--- config.mk ---
export PLATFORM = sky130hd
export DESIGN_NAME = seq_divider
export DESIGN_NICKNAME = d
export VERILOG_FILES = /design/src/rtl/div_pkg.sv /design/src/rtl/div_step.sv /design/src/rtl/seq_divider.sv
export SDC_FILE = /design/constraint.sdc
export NUM_CORES = 1
export LEC_CHECK = 0
export BUFFER_PORTS_ARGS = -buffer_cell sky130_fd_sc_hd__buf_2
export CORE_AREA = 2 2 89 91
export CTS_CLUSTER_SIZE = 30
export DETAILED_ROUTE_END_ITERATION = 6
export DIE_AREA = 0 0 91 93
export HOLD_SLACK_MARGIN = 0.05
export PLACE_DENSITY_LB_ADDON = 0.08
export SLEW_MARGIN = 0
export SYNTH_ARGS = -nofsm -noshare
export SYNTH_HDL_FRONTEND = slang
export SYNTH_SLANG_ARGS = --single-unit
export TNS_END_PERCENT = 50
--- constraint.sdc ---
create_clock -name clk -period 5.1 [get_ports clk]
set_clock_uncertainty 0.2 [all_clocks]
set_input_delay 0.51 -clock clk [delete_from_list [all_inputs] [get_ports clk]]
set_output_delay 0.51 -clock clk [all_outputs]
set_load 0.01 [all_outputs]
--- src/rtl/div_pkg.sv ---
// Shared definitions for the sequential divider: state encoding and default widths.
package div_pkg;

    localparam int unsigned DW_DEF = 8;
    localparam int unsigned CW_DEF = 4;

    typedef enum logic [1:0] {
        IDLE = 2'd0,
        CALC = 2'd1,
        DONE = 2'd2
    } state_t;

endpackage

--- src/rtl/div_step.sv ---
// One restoring-division step: shift in the next dividend bit, trial-subtract the divisor,
// keep the difference when it does not borrow.
module div_step #(
    parameter int unsigned DW = 8
) (
    input  logic [DW-1:0] i_r,
    input  logic          i_q_msb,
    input  logic [DW-1:0] i_divisor,
    output logic [DW-1:0] o_r_nxt,
    output logic          o_q_bit
);

    logic [DW:0] w_shift;
    logic [DW:0] w_t;

    assign w_shift = {i_r, i_q_msb};
    assign w_t     = w_shift - {1'b0, i_divisor};

    // The partial remainder stays below the divisor, so the result always fits in DW bits.
    assign o_q_bit = ~w_t[DW];
    assign o_r_nxt = o_q_bit ? w_t[DW-1:0] : w_shift[DW-1:0];

endmodule

--- src/rtl/seq_divider.sv ---
// Iterative restoring divider, 2*DW / DW -> DW quotient + DW remainder, one quotient bit per clock,
// with valid/ready handshakes on input and output.
module seq_divider
    import div_pkg::*;
#(
    parameter int unsigned DW = DW_DEF,
    parameter int unsigned CW = CW_DEF
) (
    input  logic            clk,
    input  logic            rst_n,
    input  logic            in_valid,
    output logic            in_ready,
    input  logic [2*DW-1:0] dividend,
    input  logic [DW-1:0]   divisor,
    output logic            out_valid,
    input  logic            out_ready,
    output logic [DW-1:0]   quotient,
    output logic [DW-1:0]   remainder,
    output logic            div_by_zero,
    output logic            overflow
);

    state_t          r_state;
    state_t          w_state_nxt;

    logic [DW-1:0]   r_r;
    logic [DW-1:0]   r_q;
    logic [DW-1:0]   r_dvs;
    logic [CW-1:0]   r_cnt;
    logic [DW-1:0]   r_quotient;
    logic [DW-1:0]   r_remainder;
    logic            r_div_by_zero;
    logic            r_overflow;
    logic            r_in_ready;
    logic            r_out_valid;

    logic            w_err_dz;
    logic            w_err_ov;
    logic [DW-1:0]   w_r_nxt;
    logic            w_q_bit;
    logic [DW-1:0]   w_q_nxt;

    assign w_err_dz = (divisor == '0);
    assign w_err_ov = !w_err_dz && (dividend[2*DW-1:DW] >= divisor);
    assign w_q_nxt  = {r_q[DW-2:0], w_q_bit};

    div_step #(.DW(DW)) u_step (
        .i_r       (r_r),
        .i_q_msb   (r_q[DW-1]),
        .i_divisor (r_dvs),
        .o_r_nxt   (w_r_nxt),
        .o_q_bit   (w_q_bit)
    );

    always_ff @(posedge clk or negedge rst_n) begin
        if (!rst_n) begin
            r_state <= IDLE;
        end else begin
            r_state <= w_state_nxt;
        end
    end

    always_comb begin
        w_state_nxt = r_state;
        case (r_state)
            IDLE: begin
                if (in_valid) begin
                    w_state_nxt = (w_err_dz || w_err_ov) ? DONE : CALC;
                end
            end
            CALC: begin
                if (r_cnt == CW'(1)) begin
                    w_state_nxt = DONE;
                end
            end
            DONE: begin
                if (out_ready) begin
                    w_state_nxt = IDLE;
                end
            end
            default: w_state_nxt = IDLE;
        endcase
    end

    // Datapath, result registers and handshake flags.
    always_ff @(posedge clk or negedge rst_n) begin
        if (!rst_n) begin
            r_r           <= '0;
            r_q           <= '0;
            r_dvs         <= '0;
            r_cnt         <= '0;
            r_quotient    <= '0;
            r_remainder   <= '0;
            r_div_by_zero <= 1'b0;
            r_overflow    <= 1'b0;
            r_in_ready    <= 1'b1;
            r_out_valid   <= 1'b0;
        end else begin
            r_in_ready  <= (w_state_nxt == IDLE);
            r_out_valid <= (w_state_nxt == DONE);
            case (r_state)
                IDLE: begin
                    if (in_valid) begin
                        r_dvs <= divisor;
                        if (w_err_dz) begin
                            r_quotient    <= '1;
                            r_remainder   <= dividend[DW-1:0];
                            r_div_by_zero <= 1'b1;
                            r_overflow    <= 1'b0;
                        end else if (w_err_ov) begin
                            r_quotient    <= '1;
                            r_remainder   <= '1;
                            r_div_by_zero <= 1'b0;
                            r_overflow    <= 1'b1;
                        end else begin
                            r_r           <= dividend[2*DW-1:DW];
                            r_q           <= dividend[DW-1:0];
                            r_cnt         <= CW'(DW);
                            r_div_by_zero <= 1'b0;
                            r_overflow    <= 1'b0;
                        end
                    end
                end
                CALC: begin
                    r_r   <= w_r_nxt;
                    r_q   <= w_q_nxt;
                    r_cnt <= r_cnt - CW'(1);
                    if (r_cnt == CW'(1)) begin
                        r_quotient  <= w_q_nxt;
                        r_remainder <= w_r_nxt;
                    end
                end
                default: ;
            endcase
        end
    end

    assign in_ready    = r_in_ready;
    assign out_valid   = r_out_valid;
    assign quotient    = r_quotient;
    assign remainder   = r_remainder;
    assign div_by_zero = r_div_by_zero;
    assign overflow    = r_overflow;

endmodule
==> out/metrics.yaml, run 1 <==
pwr:
  power.leakage_nw: 1.509
  powerDensity_nw_per_um2: 707.6
  ir_worst_vdd_mv: 0.2188
synthesis:
  synth-edff-count: 0
  netlist_area_sq_um: 2904
  synth-main-ff-cell: "dfrtp_1"
  ys_async_sr_fraction: 1.000
  ys_seq_area_frac: 0.4313
  syn_area_per_cell_sq_um: 8.991
  syn_inst: 323
  ys.warnings.count: 0
  ys_ff_latch: 50
  syn-num-nets: 370
  netlist-cell-type-count: 51
cts:
  cts_tree: "done"
  clock_sinks: 50
  cts_buffer_depth: 2
  cts-root-buf: "clkbuf_8"
  cts_resized: 0
  numCtsBuffers: 5
  postCtsHoldBufs: 0
  post_cts_buffers: 0
  clock_latency_ns: 0.30
  cts.clk_slew.worst_paths_ns: 0.09
  h-tree-depth: 2
sta:
  maxSlewViolCount: 0
  setup_slack_ns: 2.316
  period_minus_slack_ns: 2.784
  grt_setup_unrepaired: "no"
  fmax_ghz: 0.3591
  post-route-period-util: 0.5460
  setup_violations: 0
  fin_tns_setup_ns: 0
  slew_headroom: 0.3852
  hold_viol_final: 0
  whs_ns: 0.09215
  worstMarginPinSlew_ns: 0.9188
grt:
  grt_max_degree: 51
  grt-ovfl-total: 0
  gr-usage-all-layers: 0.1758
  antenna_found_initial: 0
  grt_pass1_vias: 2304
  grt_pass1_wl_um: 11880
final_layout:
  antenna_cells: 0
  drive_gt1_frac: 0.2000
  stdcell_count: 472
  layout_commonest_cell: "dfrtp_1"
  synthToLayoutAreaGrowth_pct: 14.78
  final_cell_mix: "dfrtp_1 (49), nor2_1 (48), buf_2 (47), a21oi_1 (34), nand2_1 (33)"
  final_design_area_no_fill_sq_um: 3333
  layout.nets: 416
worst_setup_path:
  cp-end-kind: "flip-flop"
  reg2reg_depth: 8
  path_cells: "ha_1 > fa_1 > nor2b_4 > o31a_4 > o22a_1 > a21oi_1 > a311oi_1 > o21ai_1"
  critPathKind: "reg2reg"
  cpPeakStageDelay_ns: 0.48
  r2r-end: "remainder[5]"
  crit_family: "compound AO/OA/AOI/OAI gates"
  critPathArrivalTime_ns: 2.76
  critPathBufInv: 0
  slowest_stage: "a311oi_1"
  r2r-start: "r_dvs[0]"
  r2r_slack_ns: 2.32
  cp_data_required_time_ns: 5.08
  crit_fanout: 6
  cp-start-kind: "flip-flop"
hold_path:
  hold_class: "in2async"
routing:
  drt-total-wl_um: 7056
  drt_iter0_markers: 129
  wl_per_cell_um: 14.95
  drc: 0
  vias: 2391
  dr.pass1.iters: 4
  drtAntennaViolNets: 0
  via_per_inst: 5.066
floorplanning:
  design.core.area_sq_um: 7527
  initial_core_util: 0.3858
  rows: 32
  die_w_um: 91
  io_pins: 48
  die_area_sq_um: 8463
  die_h_um: 93
place:
  port_buffers: 47
  dpl.hpwl_um: 5376
  placedInstanceArea_sq_um: 3227
  dp.cells: 464
  post-place-ws_ns: 2.039
  gp_congestion: 0.7874
outcome:
  status: "complete, no violations"
run:
  max-cap-violations: 0
[metal layers]
| metal | part of all wire | track usage | vias up |
|---|---|---|---|
| met5 | 0 | 0 | - |
| met4 | 0.0091 | 0.04293 | 0 |
| li1 | - | - | 1212 |
| met2 | 0.44 | 0.2735 | 52 |
| met3 | 0.035 | 0.03223 | 5 |
| met1 | 0.51 | 0.2547 | 1122 |
[cell type report]
| class | count | area (sq um) |
|---|---|---|
| clock buffer | 7 | 76.32 |
| clock inverter | 1 | 30.03 |
| fill | 804 | 4194 |
| inverter | 25 | 93.84 |
| multi-input combinational | 237 | 1495 |
| sequential | 50 | 1252 |
| tap | 102 | 127.6 |
| timing repair buffer | 50 | 257.7 |
[worst max path at each step]
stage,from,endpoint,slack [ns],depth (start not counted)
final,r_dvs[0],remainder[5],2.32,8
after global routing,divisor[7],r_q[6],2.18,10
after CTS,r_dvs[0],remainder[5],2.34,8
after detailed placement,divisor[7],r_q[2],2.04,10
after global placement,divisor[7],r_q[5],2.10,10
after floorplan,divisor[2],r_r[4],2.71,9
[synth_stat cells (2+ instances only)]
library cell	instances	area (sq um)
nor4_1	2	12.51
o21a_1	5	37.54
nand2_1	33	123.9
o21ai_1	7	35.03
buf_4	3	22.52
mux2i_1	2	20.02
clkbuf_1	5	18.77
dfrtp_1	49	1226
or3_1	3	18.77
or4_4	2	22.52
o311ai_1	2	17.52
nand2b_1	6	37.54
inv_1	25	93.84
nor3_1	8	40.04
buf_2	2	10.01
nand3_1	2	10.01
a21oi_1	34	170.2
nor2_1	48	180.2
a211oi_1	4	30.03
or2_1	2	12.51
a21boi_1	2	15.01
ha_1	18	225.2
a211oi_2	2	25.02
o211ai_1	2	15.01
a22o_1	2	17.52
o22ai_1	2	12.51
xnor2_1	2	17.52
o21ai_2	2	17.52
o21ai_0	24	120.1
nor2b_1	2	12.51
[cell families (layout without fill, tap and decap cells)]
group,after synthesis,in the layout,share of synthesized area
and+or+nand+nor,116,116,0.1857
xor gates and xnor gates,2,2,0.006033
buffers and inverters,36,83,0.05386
muxes,2,2,0.006894
AOI/OAI and AO/OA,98,98,0.2318
adders and majority gates,19,19,0.08445
DFF,50,50,0.4313
[where the power goes]
part           internal (W)  switching, W  total (W)
registers          0.000586      0.000114   0.000701
clock network      0.000147      0.000131   0.000278
logic              0.000550      0.000830    0.00138
total               0.00128       0.00108    0.00236
[flip-flops by register name, indices dropped and copies added (netlist names)]
| name | flops |
|---|---|
| quotient | 8 |
| r_dvs | 8 |
| r_q | 8 |
| r_r | 8 |
| remainder | 8 |
| r_cnt | 4 |
| r_state | 2 |
| div_by_zero | 1 |
| in_ready | 1 |
| out_valid | 1 |
| overflow | 1 |
[per-stage QoR]
stage                     power (W)  utilization
after floorplan            0.001730            -
after global placement     0.002080       0.4287
after detailed placement   0.002095       0.4287
after CTS                  0.002378       0.4428
after global routing       0.002585       0.4428
final                      0.002358       0.4428
Power figures use the tool's default switching activity.
==> inputs of run 2 (changes only) <==
- clock period: 5.1 -> 2.3 ns (I/O delays scaled with it)
==> out/metrics.yaml, run 2 (same netlist as run 1, synthesis figures left out) <==
pwr:
  power_w: 0.006159  # was 0.002358 W
  power.leakage_nw: 1.800  # was 1.509 nW
  ir_worst_vdd_mv: 0.5404  # was 0.2188 mV
  powerDensity_nw_per_um2: 1564  # was 707.6 nW/um^2
final_layout:
  layout_commonest_cell: "dfrtp_1"  # unchanged
  synthToLayoutAreaGrowth_pct: 35.63  # was 14.78%
  drive_gt1_frac: 0.3100  # was 0.2000
  fill_cells: 761  # was 804
  seqCellArea_sq_um: 1252  # unchanged
  final_cell_mix: "dfrtp_1 (49), nor2_1 (48), buf_2 (47), buf_4 (39), nand2_1 (33)"  # was dfrtp_1 (49), nor2_1 (48), buf_2 (47), a21oi_1 (34), nand2_1 (33)
  antenna_cells: 0  # unchanged
  multiInputGateArea_sq_um: 1589  # was 1495 sq um
  layout.nets: 475  # was 416
  stdcell_count: 531  # was 472
  final_design_area_no_fill_sq_um: 3939  # was 3333 sq um
routing:
  dr.pass1.iters: 4  # unchanged
  via_per_inst: 4.898  # was 5.066
  drt-total-wl_um: 7719  # was 7056 um
  drtAntennaViolNets: 0  # unchanged
  drc: 0  # unchanged
  wl_per_cell_um: 14.54  # was 14.95 um
  drt_iter0_markers: 121  # was 129
  vias: 2601  # was 2391
cts:
  cts_tree: "done"  # unchanged
  clock_latency_ns: 0.31  # was 0.30 ns
  numCtsBuffers: 5  # unchanged
  cts-root-buf: "clkbuf_8"  # unchanged
  clock_sinks: 50  # unchanged
  cts.clk_slew.worst_paths_ns: 0.10  # was 0.09 ns
  cts_buffer_depth: 2  # unchanged
  h-tree-depth: 2  # unchanged
grt:
  grt_max_degree: 29  # was 51
  grt-ovfl-total: 0  # unchanged
  grt_pass1_vias: 2589  # was 2304
  grt_pass1_wl_um: 12800  # was 11880 um
  antenna_found_initial: 0  # unchanged
  gr-usage-all-layers: 0.1920  # was 0.1758
worst_setup_path:
  critPathKind: "reg2reg"  # unchanged
  critPathArrivalTime_ns: 2.46  # was 2.76 ns
  cp-end-kind: "flip-flop"  # unchanged
  cp_data_required_time_ns: 2.34  # was 5.08 ns
  crit_fanout: 4  # was 6
  path_cells: "ha_1 > a21o_1 > or3_4 > o22ai_4 > buf_4 > o21ai_2 > o311ai_2 > a21boi_1"  # was ha_1 > fa_1 > nor2b_4 > o31a_4 > o22a_1 > a21oi_1 > a311oi_1 > o21ai_1
  r2r_slack_ns: -0.12  # was 2.32 ns
  slowest_stage: "dfrtp_1"  # was a311oi_1
  cp-start-kind: "flip-flop"  # unchanged
  cpPeakStageDelay_ns: 0.43  # was 0.48 ns
sta:
  fmax_ghz: 0.4131  # was 0.3591 GHz
  setup_violations: 17  # was 0
  setup_slack_ns: -0.1210  # was 2.316 ns
  hold_viol_final: 0  # unchanged
  maxSlewViolCount: 0  # unchanged
  fin_tns_setup_ns: -1.420  # was 0 ns
  grt_setup_unrepaired: "yes"  # was no
  slew_headroom: 0.5860  # was 0.3852
  worstMarginPinSlew_ns: 0.6210  # was 0.9188 ns
  post-route-period-util: 1.053  # was 0.5460
  period_minus_slack_ns: 2.421  # was 2.784 ns
floorplanning:
  die_h_um: 93  # unchanged
  initial_core_util: 0.3858  # unchanged
  io_pins: 48  # unchanged
  die_area_sq_um: 8463  # unchanged
  rows: 32  # unchanged
  die_w_um: 91  # unchanged
  design.core.area_sq_um: 7527  # unchanged
outcome:
  status: "complete, but fails checks"  # was complete, no violations
  violations: "setup timing"
place:
  dp.cells: 500  # was 464
  port_buffers: 47  # unchanged
  dpl.hpwl_um: 5917  # was 5376 um
  post-place-ws_ns: -0.1502  # was 2.039 ns
  gp_congestion: 0.8096  # was 0.7874
  placedInstanceArea_sq_um: 3527  # was 3227 sq um
hold_path:
  hold_class: "in2reg"  # was in2async
run:
  max-cap-violations: 0  # unchanged
[run 2: stage by stage]
| step | util | hold slack, ns |
|---|---|---|
| detailed placement | 0.4686 | 0.08867 |
| global route | 0.5233 | 0.05881 |
| finish | 0.5233 | 0.05181 |
| global placement | 0.4686 | 0.07273 |
| floorplan | - | -0.2656 |
| CTS | 0.5135 | 0.05268 |
[run 2: power by group]
part | switching, W | internal (W)
clock | 0.000318 | 0.000250
sequential | 0.000236 | 0.00130
combinational | 0.00217 | 0.00188
[run 2: routing by layer]
metal / global-route usage / part of all wire
met1: 0.2748 / 0.50
met3: 0.02820 / 0.041
met4: 0.04167 / 0.0087
met2: 0.3105 / 0.45
met5: 0 / 0
[run 2: path summary, 6_finish.rpt]
check                           cells past startpoint          end   startpoint
min in group asynchronous                           2     r_dvs[6]        rst_n
worst min register to register                      2  div_by_zero  div_by_zero
worst max-delay path                                8       r_r[1]       r_r[6]
worst min-delay path                                4     r_dvs[7]   divisor[7]
worst max register to register                      8       r_r[1]       r_r[6]
max in group asynchronous                           3     in_ready        rst_n
[run 2: cell type report]
cell class,count,area share
Sequential cell,50,0.3180
Multi-Input combinational cell,237,0.4034
Clock inverter,1,0.002224
Clock buffer,7,0.02192
Inverter,25,0.02382
Timing Repair Buffer,109,0.1982
Tap cell,102,0.03240
[run 2: timing repair]
action                                  4_1_cts  5_1_grt
hold endpoints to repair                     44        0
hold buffers                                 19        0
pin swaps                                     4        9
resized for setup                             9       13
buffers inserted                              2        2
endpoints found under the setup margin       18       18
[run 2: worst max-delay path: cells and delay by family (launching register included)]
kind | cells | cell delay (ns)
adders and majority gates | 1 | 0.32
buffers and inverters | 1 | 0.20
DFF | 1 | 0.43
AOI/OAI and AO/OA | 5 | 0.80
and+or+nand+nor | 1 | 0.40
